### config.mk
export PLATFORM = sky130hd
export DESIGN_NAME = bounce_generator
export DESIGN_NICKNAME = d
export VERILOG_FILES = /design/src/rtl/bounce_pkg.sv /design/src/rtl/bounce_generator_lfsr16.sv /design/src/rtl/bounce_generator.sv
export SDC_FILE = /design/constraint.sdc
export NUM_CORES = 1
export LEC_CHECK = 0
export ABC_AREA = 1
export CELL_PAD_IN_SITES_DETAIL_PLACEMENT = 0
export CELL_PAD_IN_SITES_GLOBAL_PLACEMENT = 1
export CORE_UTILIZATION = 50
export DETAILED_ROUTE_END_ITERATION = 12
export PLACE_DENSITY_LB_ADDON = 0.1
export SLEW_MARGIN = 20
export SYNTH_ARGS = -nofsm -noshare
export SYNTH_HDL_FRONTEND = slang
export SYNTH_SLANG_ARGS = --single-unit
### constraint.sdc
create_clock -name clk -period 2.1 [get_ports clk]
set_input_delay 0.42 -clock clk [delete_from_list [all_inputs] [get_ports clk]]
set_output_delay 0.42 -clock clk [all_outputs]
set_load 0.05 [all_outputs]
### src/rtl/bounce_pkg.sv
// ============================================================================
//  Module      : bounce_pkg
//  Description : Shared types and constants for the bounce generator:
//                FSM state encoding, LFSR feedback taps and default seed.
//  Revision    : 1.0 - initial release
// ============================================================================
`default_nettype none

package bounce_pkg;

  // Sequencer states; IDLE is the only non-busy state.
  typedef enum logic [1:0] {
    IDLE   = 2'd0,
    BOUNCE = 2'd1,
    SETTLE = 2'd2
  } state_t;

  // Fibonacci feedback taps 16,14,13,11 expressed as a bit mask (bit 15 = tap 16).
  localparam logic [15:0] LFSR_TAPS    = 16'hB400;

  // Default LFSR reset value; any nonzero value gives a full-length sequence.
  localparam logic [15:0] DEFAULT_SEED = 16'hACE1;

endpackage

`default_nettype wire

### src/rtl/bounce_generator_lfsr16.sv
// ============================================================================
//  Module      : lfsr16
//  Description : Free-running 16-bit Fibonacci LFSR, shifts every cycle and
//                loads the seed while reset is held low.
//  Revision    : 1.0 - initial release
// ============================================================================
`default_nettype none

module lfsr16
  import bounce_pkg::*;
(
  input  logic        clk,
  input  logic        reset,
  input  logic [15:0] seed,
  output logic [15:0] q
);

  logic [15:0] lfsr_q;
  logic [15:0] lfsr_d;

  // Next state: shift left, feedback is the XOR of the tapped bits.
  always_comb begin
    lfsr_d = {lfsr_q[14:0], ^(lfsr_q & LFSR_TAPS)};
  end

  // State register; seed is a static value tied off by the parent.
  always_ff @(posedge clk or negedge reset) begin
    if (!reset) begin
      lfsr_q <= seed;
    end else begin
      lfsr_q <= lfsr_d;
    end
  end

  assign q = lfsr_q;

endmodule

`default_nettype wire

### src/rtl/bounce_generator.sv
// ============================================================================
//  Module      : bounce_generator
//  Description : Emulates a bouncing push-button contact. Each change of the
//                clean cmd level produces 2*BOUNCES+1 btn edges separated by
//                pseudo-random gaps, then a stable settle period and a
//                one-cycle done pulse.
//  Revision    : 1.0 - initial release
// ============================================================================
`default_nettype none

module bounce_generator
  import bounce_pkg::*;
#(
  parameter int          BOUNCES    = 4,
  parameter int          MAX_GAP    = 8,
  parameter int          SETTLE_CYC = 16,
  parameter logic [15:0] SEED       = DEFAULT_SEED
) (
  input  logic clk,
  input  logic reset,
  input  logic cmd,
  output logic btn,
  output logic busy,
  output logic done
);

  localparam int           GAP_IDX_W   = $clog2(MAX_GAP);
  localparam int           GAP_W       = GAP_IDX_W + 1;
  localparam logic [4:0]   REMAIN_LOAD = 5'(2 * BOUNCES);
  localparam logic [7:0]   SETTLE_LOAD = 8'(SETTLE_CYC);
  localparam logic [GAP_W-1:0] GAP_ONE = GAP_W'(1);

  // --------------------------------------------------------------------------
  // Reset synchronizer: assertion is immediate, release waits two clk edges.
  // --------------------------------------------------------------------------
  logic [1:0] rst_sync_q;
  logic [1:0] rst_sync_d;
  logic       rst_n_int;

  // Shift ones into the synchronizer chain once reset is released.
  always_comb begin
    rst_sync_d = {rst_sync_q[0], 1'b1};
  end

  // Synchronizer flops, cleared asynchronously by the external reset.
  always_ff @(posedge clk or negedge reset) begin
    if (!reset) begin
      rst_sync_q <= 2'b00;
    end else begin
      rst_sync_q <= rst_sync_d;
    end
  end

  assign rst_n_int = rst_sync_q[1];

  // --------------------------------------------------------------------------
  // Random source for the bounce gaps
  // --------------------------------------------------------------------------
  logic [15:0]      lfsr;
  logic [GAP_W-1:0] gap_seed;
  logic             unused_lfsr_bits;

  lfsr16 u_lfsr (
    .clk   (clk),
    .reset (rst_n_int),
    .seed  (SEED),
    .q     (lfsr)
  );

  // Gap reload value: low LFSR bits plus one gives 1..MAX_GAP.
  assign gap_seed         = {1'b0, lfsr[GAP_IDX_W-1:0]} + GAP_ONE;
  assign unused_lfsr_bits = ^lfsr[15:GAP_IDX_W];

  // --------------------------------------------------------------------------
  // Sequencer
  // --------------------------------------------------------------------------
  state_t           state_q,     state_d;
  logic             btn_q,       btn_d;
  logic             target_q,    target_d;
  logic [4:0]       remaining_q, remaining_d;
  logic [GAP_W-1:0] gap_q,       gap_d;
  logic [7:0]       count_q,     count_d;
  logic             busy_q,      busy_d;
  logic             done_q,      done_d;

  // Next-state and output logic for the IDLE/BOUNCE/SETTLE sequence.
  always_comb begin
    state_d     = state_q;
    btn_d       = btn_q;
    target_d    = target_q;
    remaining_d = remaining_q;
    gap_d       = gap_q;
    count_d     = count_q;
    done_d      = 1'b0;

    case (state_q)
      IDLE: begin
        // A mismatch starts a sequence; the first edge happens right away.
        if (cmd != btn_q) begin
          btn_d    = cmd;
          target_d = cmd;
          if (BOUNCES == 0) begin
            state_d = SETTLE;
            count_d = SETTLE_LOAD;
          end else begin
            state_d     = BOUNCE;
            remaining_d = REMAIN_LOAD;
            gap_d       = gap_seed;
          end
        end
      end

      BOUNCE: begin
        if (gap_q == GAP_ONE) begin
          btn_d       = ~btn_q;
          remaining_d = remaining_q - 5'd1;
          // Even number of extra toggles, so the last one lands on target.
          if (remaining_q == 5'd1) begin
            state_d = SETTLE;
            count_d = SETTLE_LOAD;
            gap_d   = '0;
          end else begin
            gap_d = gap_seed;
          end
        end else begin
          gap_d = gap_q - GAP_ONE;
        end
      end

      SETTLE: begin
        if (count_q == 8'd1) begin
          state_d = IDLE;
          count_d = 8'd0;
          done_d  = 1'b1;
        end else begin
          count_d = count_q - 8'd1;
        end
      end

      default: begin
        state_d = IDLE;
      end
    endcase

    busy_d = (state_d != IDLE);
  end

  // Sequencer registers, held in reset until the synchronized release.
  always_ff @(posedge clk or negedge rst_n_int) begin
    if (!rst_n_int) begin
      state_q     <= IDLE;
      btn_q       <= 1'b0;
      target_q    <= 1'b0;
      remaining_q <= 5'd0;
      gap_q       <= '0;
      count_q     <= 8'd0;
      busy_q      <= 1'b0;
      done_q      <= 1'b0;
    end else begin
      state_q     <= state_d;
      btn_q       <= btn_d;
      target_q    <= target_d;
      remaining_q <= remaining_d;
      gap_q       <= gap_d;
      count_q     <= count_d;
      busy_q      <= busy_d;
      done_q      <= done_d;
    end
  end

  assign btn  = btn_q;
  assign busy = busy_q;
  assign done = done_q;

endmodule

`default_nettype wire

* Word-level counts from Yosys, hierarchy flattened
Index checks and enable logic that the tools add are counted.
** Operators by class
- Add/subtract/negate cells :: 4
- Eq/ne operators :: 9
- Mux-type cells :: 21
- Bitwise operators :: 1
- Reduce and logical (&&, ||, !) cells :: 8
** Operators by type and width (number)
- $mux W8 :: 3
- $pmux W8 S2 :: 1
- $reduce_xor A16 Y1 :: 1
- $mux W4 :: 3
- $mux W5 :: 2
- $pmux W5 S2 :: 1
- $eq A8 B1 Y1 const B :: 1
- $mux W2 :: 4
- $pmux W4 S2 :: 1
- $sub A8 B1 Y8 const B :: 1
- $ne A2 B2 Y1 const B :: 3
- $pmux W2 S3 :: 1
- $reduce_and A3 Y1 :: 2
- $reduce_bool A2 Y1 :: 3
- $eq A5 B1 Y1 const B :: 1
- $sub A5 B1 Y5 const B :: 1
- $add A3 B1 Y4 const B :: 1
- $eq A4 B1 Y1 const B :: 1
- $mux W1 :: 4
- $sub A4 B1 Y4 const B :: 1
- $eq A2 B1 Y1 const B :: 1
- $eq A2 B2 Y1 const B :: 1
- $logic_not A2 Y1 :: 1
- $pmux W1 S2 :: 1
- other kinds (3) :: 3
** Storage, ports and cells
- Bits in registers :: 40
- Input bits :: 3
- Output and inout bits :: 3
- Logic and storage cells :: 52

* Logic depth before layout (Yosys ltp)
- Depth in word-level cells :: 5
- Mapped depth :: 11
- Gate-level depth less buffers :: 11

* Worst setup path after synthesis
OpenSTA, ideal clock, no wires.
- Path kind :: reg2reg
- Start :: reg btn_q (netlist: btn)
- End :: reg gap_q[0]
- Setup time :: 118 ps
- Arrival :: 1282 ps
- Required time :: 1982 ps
- Slack :: 701 ps
- Cell stages (with the launch flop) :: 8
- Path buffers :: 0
- Period minus slack after synthesis :: 1399 ps
- Cell sequence :: dfrtp_1 inv_1 nand2_1 nand3_2 nand2_2 nand2_1 a21oi_1 nor2_1
** On the way
- Longest elaborated chain between the ends :: 3
** RTL lines
- from (decl) :: RTL line bounce_generator.sv:78 : logic btn_q, btn_d;
- from (signal assigned) :: RTL line bounce_generator.sv:161 : btn_q <= btn_d;
- $ne A1 B1 Y1 :: RTL line bounce_generator.sv:99 : if (cmd != btn_q) begin
- $ne A2 B2 Y1 (no source line)
- $reduce_and A2 Y1 (no source line)
- to (signal assigned) :: RTL line bounce_generator.sv:164 : gap_q <= gap_d;
- to (decl) :: RTL line bounce_generator.sv:81 : logic [GAP_W-1:0] gap_q, gap_d;
Every way passes these cells.
A chain may end at the register's enable or synchronous reset.

* Worst setup path in the final report
- Start :: reg btn_q (netlist: btn)
- End :: out btn
** RTL lines
- to (decl) :: RTL line bounce_generator.sv:22 : output logic btn,
No word-level cell between the ends.

==> impl_metrics.prom <==
# TYPE chip_impl_metric gauge
chip_impl_metric{name="finClkSkew",unit="ns"} 0.009601
chip_impl_metric{name="largest_net_degree_at_the_start_of_global_routing",unit=""} 39
chip_impl_metric{name="htreeDepth",unit=""} 2
chip_impl_metric{name="worst_ep_required_time",unit="ns"} 1.68
chip_impl_metric{name="internal-power",unit="mW"} 1.697
chip_impl_info{name="hold_class",value="primary input to async pin"} 1
chip_impl_metric{name="yosys_warnings",unit=""} 0
chip_impl_metric{name="clkSinkCount",unit=""} 40
chip_impl_metric{name="setup_tns",unit="ns"} 0
chip_impl_metric{name="drive_above_1_share",unit=""} 0.1944
chip_impl_info{name="clockRootBuffer",value="sky130_fd_sc_hd__clkbuf_8"} 1
chip_impl_info{name="synthMostInstantiatedCell",value="sky130_fd_sc_hd__nand2_1"} 1
chip_impl_metric{name="syn_to_final_growth",unit="%"} 12.57
chip_impl_metric{name="fp.dieArea",unit="um^2"} 4010
chip_impl_metric{name="routed_wl",unit="um"} 3343
chip_impl_metric{name="synth-xor-area-share",unit=""} 0.02794
chip_impl_metric{name="power_leakage",unit="nW"} 1.007
chip_impl_info{name="synth.top_cells.by_area",value="sky130_fd_sc_hd__dfrtp_1 (43%), sky130_fd_sc_hd__dfstp_2 (11%), sky130_fd_sc_hd__nand2_1 (9.6%), sky130_fd_sc_hd__nand3_1 (4.8%), sky130_fd_sc_hd__ha_1 (4.7%)"} 1
chip_impl_metric{name="remaining_drc_errors",unit=""} 0
chip_impl_metric{name="total_setup_buffers_inserted_after_cts",unit=""} 0
chip_impl_metric{name="grt_use_total",unit=""} 0.1920
chip_impl_info{name="synth.largest_area_cell",value="sky130_fd_sc_hd__dfrtp_1"} 1
chip_impl_metric{name="place.gp.congestion",unit=""} 0.8218
chip_impl_metric{name="post_syn_instances",unit=""} 202
chip_impl_metric{name="route.detailed.vias_per_inst",unit=""} 5.057
chip_impl_metric{name="power.share.switching",unit=""} 0.3894
chip_impl_metric{name="initial_core_util",unit=""} 0.5422
chip_impl_info{name="outcome",value="completed"} 1
chip_impl_metric{name="crit_path_max_incr_delay",unit="ns"} 0.82
chip_impl_metric{name="power_density",unit="nW/um^2"} 1313
chip_impl_metric{name="report.final.slew_viol_count",unit=""} 0
chip_impl_metric{name="tritoncts.num_buffers",unit=""} 5
chip_impl_metric{name="grt_antenna_before_repair",unit=""} 0
chip_impl_info{name="ys.flop_type",value="sky130_fd_sc_hd__dfrtp_1"} 1
chip_impl_metric{name="dr_pass1_iterations",unit=""} 4
chip_impl_metric{name="synth-edff-count",unit=""} 0
chip_impl_metric{name="fin_crit",unit="ns"} 1.910
chip_impl_metric{name="synth.cell_area",unit="um^2"} 1881
chip_impl_metric{name="resized_after_cts",unit=""} 0
chip_impl_metric{name="layout.filler_cells",unit=""} 327
chip_impl_info{name="critPathTopFamily",value="buffers and inverters"} 1
chip_impl_metric{name="worst_slew_margin_rel",unit=""} 0.6643
chip_impl_metric{name="number_of_buffers_and_inverters_on_the_critical_path",unit=""} 1
chip_impl_metric{name="detailed_place_hpwl",unit="um"} 2454
chip_impl_metric{name="synth.area.mux_share",unit=""} 0
chip_impl_metric{name="ir_worst_vdd",unit="V"} 0.0007931
chip_impl_metric{name="antenna_left",unit=""} 0
chip_impl_info{name="crit_path_start",value="btn"} 1
chip_impl_metric{name="clock_insertion_delay_worst_skew",unit="ns"} 0.29
chip_impl_metric{name="fraction_of_registers_with_async_set_reset",unit=""} 1.000
chip_impl_info{name="timing.setup.critical_path_class",value="flop to output port"} 1
chip_impl_metric{name="post_synthesis_average_cell_area",unit="um^2"} 9.310
chip_impl_metric{name="std_cell_rows",unit=""} 21
chip_impl_metric{name="worst-slew-pin-transition",unit="ns"} 0.5020
chip_impl_metric{name="port_buffers",unit=""} 5
chip_impl_metric{name="total_power",unit="mW"} 2.780
chip_impl_metric{name="synthDistinctLibCells",unit=""} 29
chip_impl_info{name="rr_startpoint",value="gap_q[1]"} 1
chip_impl_metric{name="mappedNetlistNets",unit=""} 212
chip_impl_metric{name="hold_slack",unit="ns"} 0.2877
chip_impl_metric{name="sequentialPowerShare",unit=""} 0.396
chip_impl_info{name="endpoint_kind_of_the_worst_setup_timing_path",value="output port"} 1
chip_impl_info{name="cts_tree",value="done"} 1
chip_impl_metric{name="final_hold_viol_count",unit=""} 0
chip_impl_metric{name="dr_total_vias",unit=""} 1325
chip_impl_metric{name="ctsLongestPathBuffers",unit=""} 2
chip_impl_metric{name="grt-ovfl-total",unit=""} 0
chip_impl_metric{name="yosys.area_share.adder",unit=""} 0.04657
chip_impl_metric{name="seqCellArea",unit="um^2"} 1011
chip_impl_metric{name="wl_per_cell",unit="um"} 12.76
chip_impl_metric{name="yosys.area_share.simple",unit=""} 0.2761
chip_impl_info{name="grt_setup_unrepaired",value="false"} 1
chip_impl_metric{name="fp.dieW",unit="um"} 63.33
chip_impl_metric{name="first_iter_violations",unit=""} 61
chip_impl_metric{name="timing.final.crit_share",unit=""} 0.9097
chip_impl_metric{name="synth_compound_gate_area_share",unit=""} 0.05456
chip_impl_metric{name="grt_pass1_vias",unit=""} 1379
chip_impl_metric{name="max_clock_freq",unit="MHz"} 523.4
chip_impl_metric{name="setup-violations-final",unit=""} 0
chip_impl_metric{name="sw_pwr",unit="mW"} 1.082
chip_impl_metric{name="path_max_fanout",unit=""} 3
chip_impl_metric{name="worst-endpoint-arrival",unit="ns"} 1.49
chip_impl_metric{name="seq_area_frac_synth",unit=""} 0.5376
chip_impl_metric{name="diodes",unit=""} 0
chip_impl_info{name="top_post_synthesis_cells_by_count",value="sky130_fd_sc_hd__nand2_1 (48), sky130_fd_sc_hd__dfrtp_1 (32), sky130_fd_sc_hd__inv_1 (21), sky130_fd_sc_hd__nand3_1 (18), sky130_fd_sc_hd__nor2_1 (12)"} 1
chip_impl_metric{name="cts.hold.buffers_added",unit=""} 0
chip_impl_metric{name="die_h",unit="um"} 63.33
chip_impl_info{name="start_kind",value="flop"} 1
chip_impl_info{name="critical_path.slowest_cell",value="sky130_fd_sc_hd__clkdlybuf4s50_1"} 1
chip_impl_info{name="critical_path.cell_chain",value="clkdlybuf4s50_1"} 1
chip_impl_metric{name="synth_top_area_frac",unit=""} 0.4258
chip_impl_metric{name="drv.max_cap_violation_count",unit=""} 0
chip_impl_metric{name="nets",unit=""} 225
chip_impl_metric{name="cts.reportedPaths.clkPinSlew",unit="ns"} 0.08
chip_impl_metric{name="grt_pass1_wl",unit="um"} 5961
chip_impl_metric{name="power_frac_clock",unit=""} 0.235
chip_impl_info{name="main_combinational_cell_family_by_area_after_synthesis",value="simple AND/OR/NAND/NOR gates"} 1
chip_impl_metric{name="combinationalPowerShare",unit=""} 0.369
chip_impl_metric{name="io-pin-count",unit=""} 6
chip_impl_metric{name="multi_input_comb_area",unit="um^2"} 765.7
chip_impl_metric{name="ys_ff_latch",unit=""} 40
chip_impl_metric{name="core_area",unit="um^2"} 3468
-- registers in the layout, indices dropped and copies added (netlist names) --
| signal | count |
|---|---|
| count_q | 8 |
| btn | 1 |
| done | 1 |
| state_q | 2 |
| busy | 1 |
| rst_sync_q | 2 |
| u_lfsr.q | 16 |
| remaining_q | 5 |
| gap_q | 4 |
-- metrics by stage --
step	utilization	setup slack, ns	area (um^2)	instances
2_1_floorplan	-	0.7005	1881	202
3_3_place_gp	0.5754	0.4498	1996	254
3_5_place_dp	0.5754	0.4110	1996	254
4_1_cts	0.6104	0.1918	2117	262
5_1_grt	0.6104	0.1621	2117	262
6_report	0.6104	0.1896	2117	262
-- power by group through the flow --
stage,registers [mW],logic [mW],clock network (mW)
final,1.10,1.03,0.654
after global routing,1.12,1.19,0.704
after CTS,1.10,1.03,0.670
after detailed placement,1.11,1.04,0
after global placement,1.11,0.985,0
after floorplan,1.15,0.752,0
-- worst reg2reg max path, cell delays in order, from the launching register on --
cell	delay (ns)
sky130_fd_sc_hd__dfrtp_1	0.40
sky130_fd_sc_hd__inv_1	0.10
sky130_fd_sc_hd__ha_1	0.22
sky130_fd_sc_hd__nand2_1	0.11
sky130_fd_sc_hd__nor2_2	0.15
sky130_fd_sc_hd__nand2_2	0.08
sky130_fd_sc_hd__nand2_2	0.09
sky130_fd_sc_hd__inv_2	0.07
sky130_fd_sc_hd__nand2_1	0.08
sky130_fd_sc_hd__o21ai_2	0.06
-- cells by family (layout without fill, tap and decap cells) --
family	Yosys count	in the layout
buffers and inverters	27	41
AO/OA/AOI/OAI	17	17
AND/OR/NAND/NOR	104	104
XOR/XNOR	6	6
flip-flops	40	40
adder cells (fa/ha/maj)	7	7
other	1	1
-- placed cells by master, fill, tap and decap left out --
cell type,count
sky130_fd_sc_hd__clkdlybuf4s50_1,5
sky130_fd_sc_hd__clkinv_4,1
sky130_fd_sc_hd__nand3_2,1
sky130_fd_sc_hd__inv_4,1
sky130_fd_sc_hd__nand2_2,4
sky130_fd_sc_hd__nand2_4,2
sky130_fd_sc_hd__inv_1,21
sky130_fd_sc_hd__buf_4,1
sky130_fd_sc_hd__or2_2,1
sky130_fd_sc_hd__nor3_1,2
sky130_fd_sc_hd__clkbuf_8,6
sky130_fd_sc_hd__inv_2,5
sky130_fd_sc_hd__nand2_1,48
sky130_fd_sc_hd__nand4_2,1
sky130_fd_sc_hd__nand3_4,1
sky130_fd_sc_hd__nand3_1,18
sky130_fd_sc_hd__dfstp_2,8
sky130_fd_sc_hd__nor2_4,2
sky130_fd_sc_hd__dfrtp_1,32
sky130_fd_sc_hd__bufinv_16,1
sky130_fd_sc_hd__xnor2_1,3
sky130_fd_sc_hd__o22ai_1,2
sky130_fd_sc_hd__o2111ai_1,1
sky130_fd_sc_hd__o21ai_0,9
sky130_fd_sc_hd__nand3b_1,2
sky130_fd_sc_hd__o21ai_2,2
sky130_fd_sc_hd__xor2_1,3
sky130_fd_sc_hd__ha_1,7
sky130_fd_sc_hd__nor2_2,4
sky130_fd_sc_hd__a21oi_1,2
sky130_fd_sc_hd__conb_1,1
sky130_fd_sc_hd__nand4_1,6
sky130_fd_sc_hd__nor2_1,12
sky130_fd_sc_hd__a21oi_2,1
-- final cells by class --
cell class / count / area share
multi-input combinational: 135 / 0.3617
clock inverter: 2 / 0.01832
inverter: 27 / 0.04905
clock buffer: 6 / 0.03901
timing repair buffer: 6 / 0.02719
tap: 46 / 0.02719
sequential: 40 / 0.4775
-- routing by layer --
metal / share of wire / track usage
met1: 0.46 / 0.2331
met2: 0.50 / 0.3271
met3: 0.018 / 0.04529
met4: 0.015 / 0.07386
met5: 0 / 0
-- worst paths after layout --
kind	end	slack [ns]	cells past startpoint
max	btn	0.19	1
min	rst_sync_q[1]	0.29	1
max reg2reg	remaining_q[2]	0.62	9
min reg2reg	count_q[0]	0.29	1
max in group asynchronous	u_lfsr.q[10]	1.45	1
min in group clk	u_lfsr.q[15]	0.36	0
No activity file was read; power rests on OpenSTA's default activity.
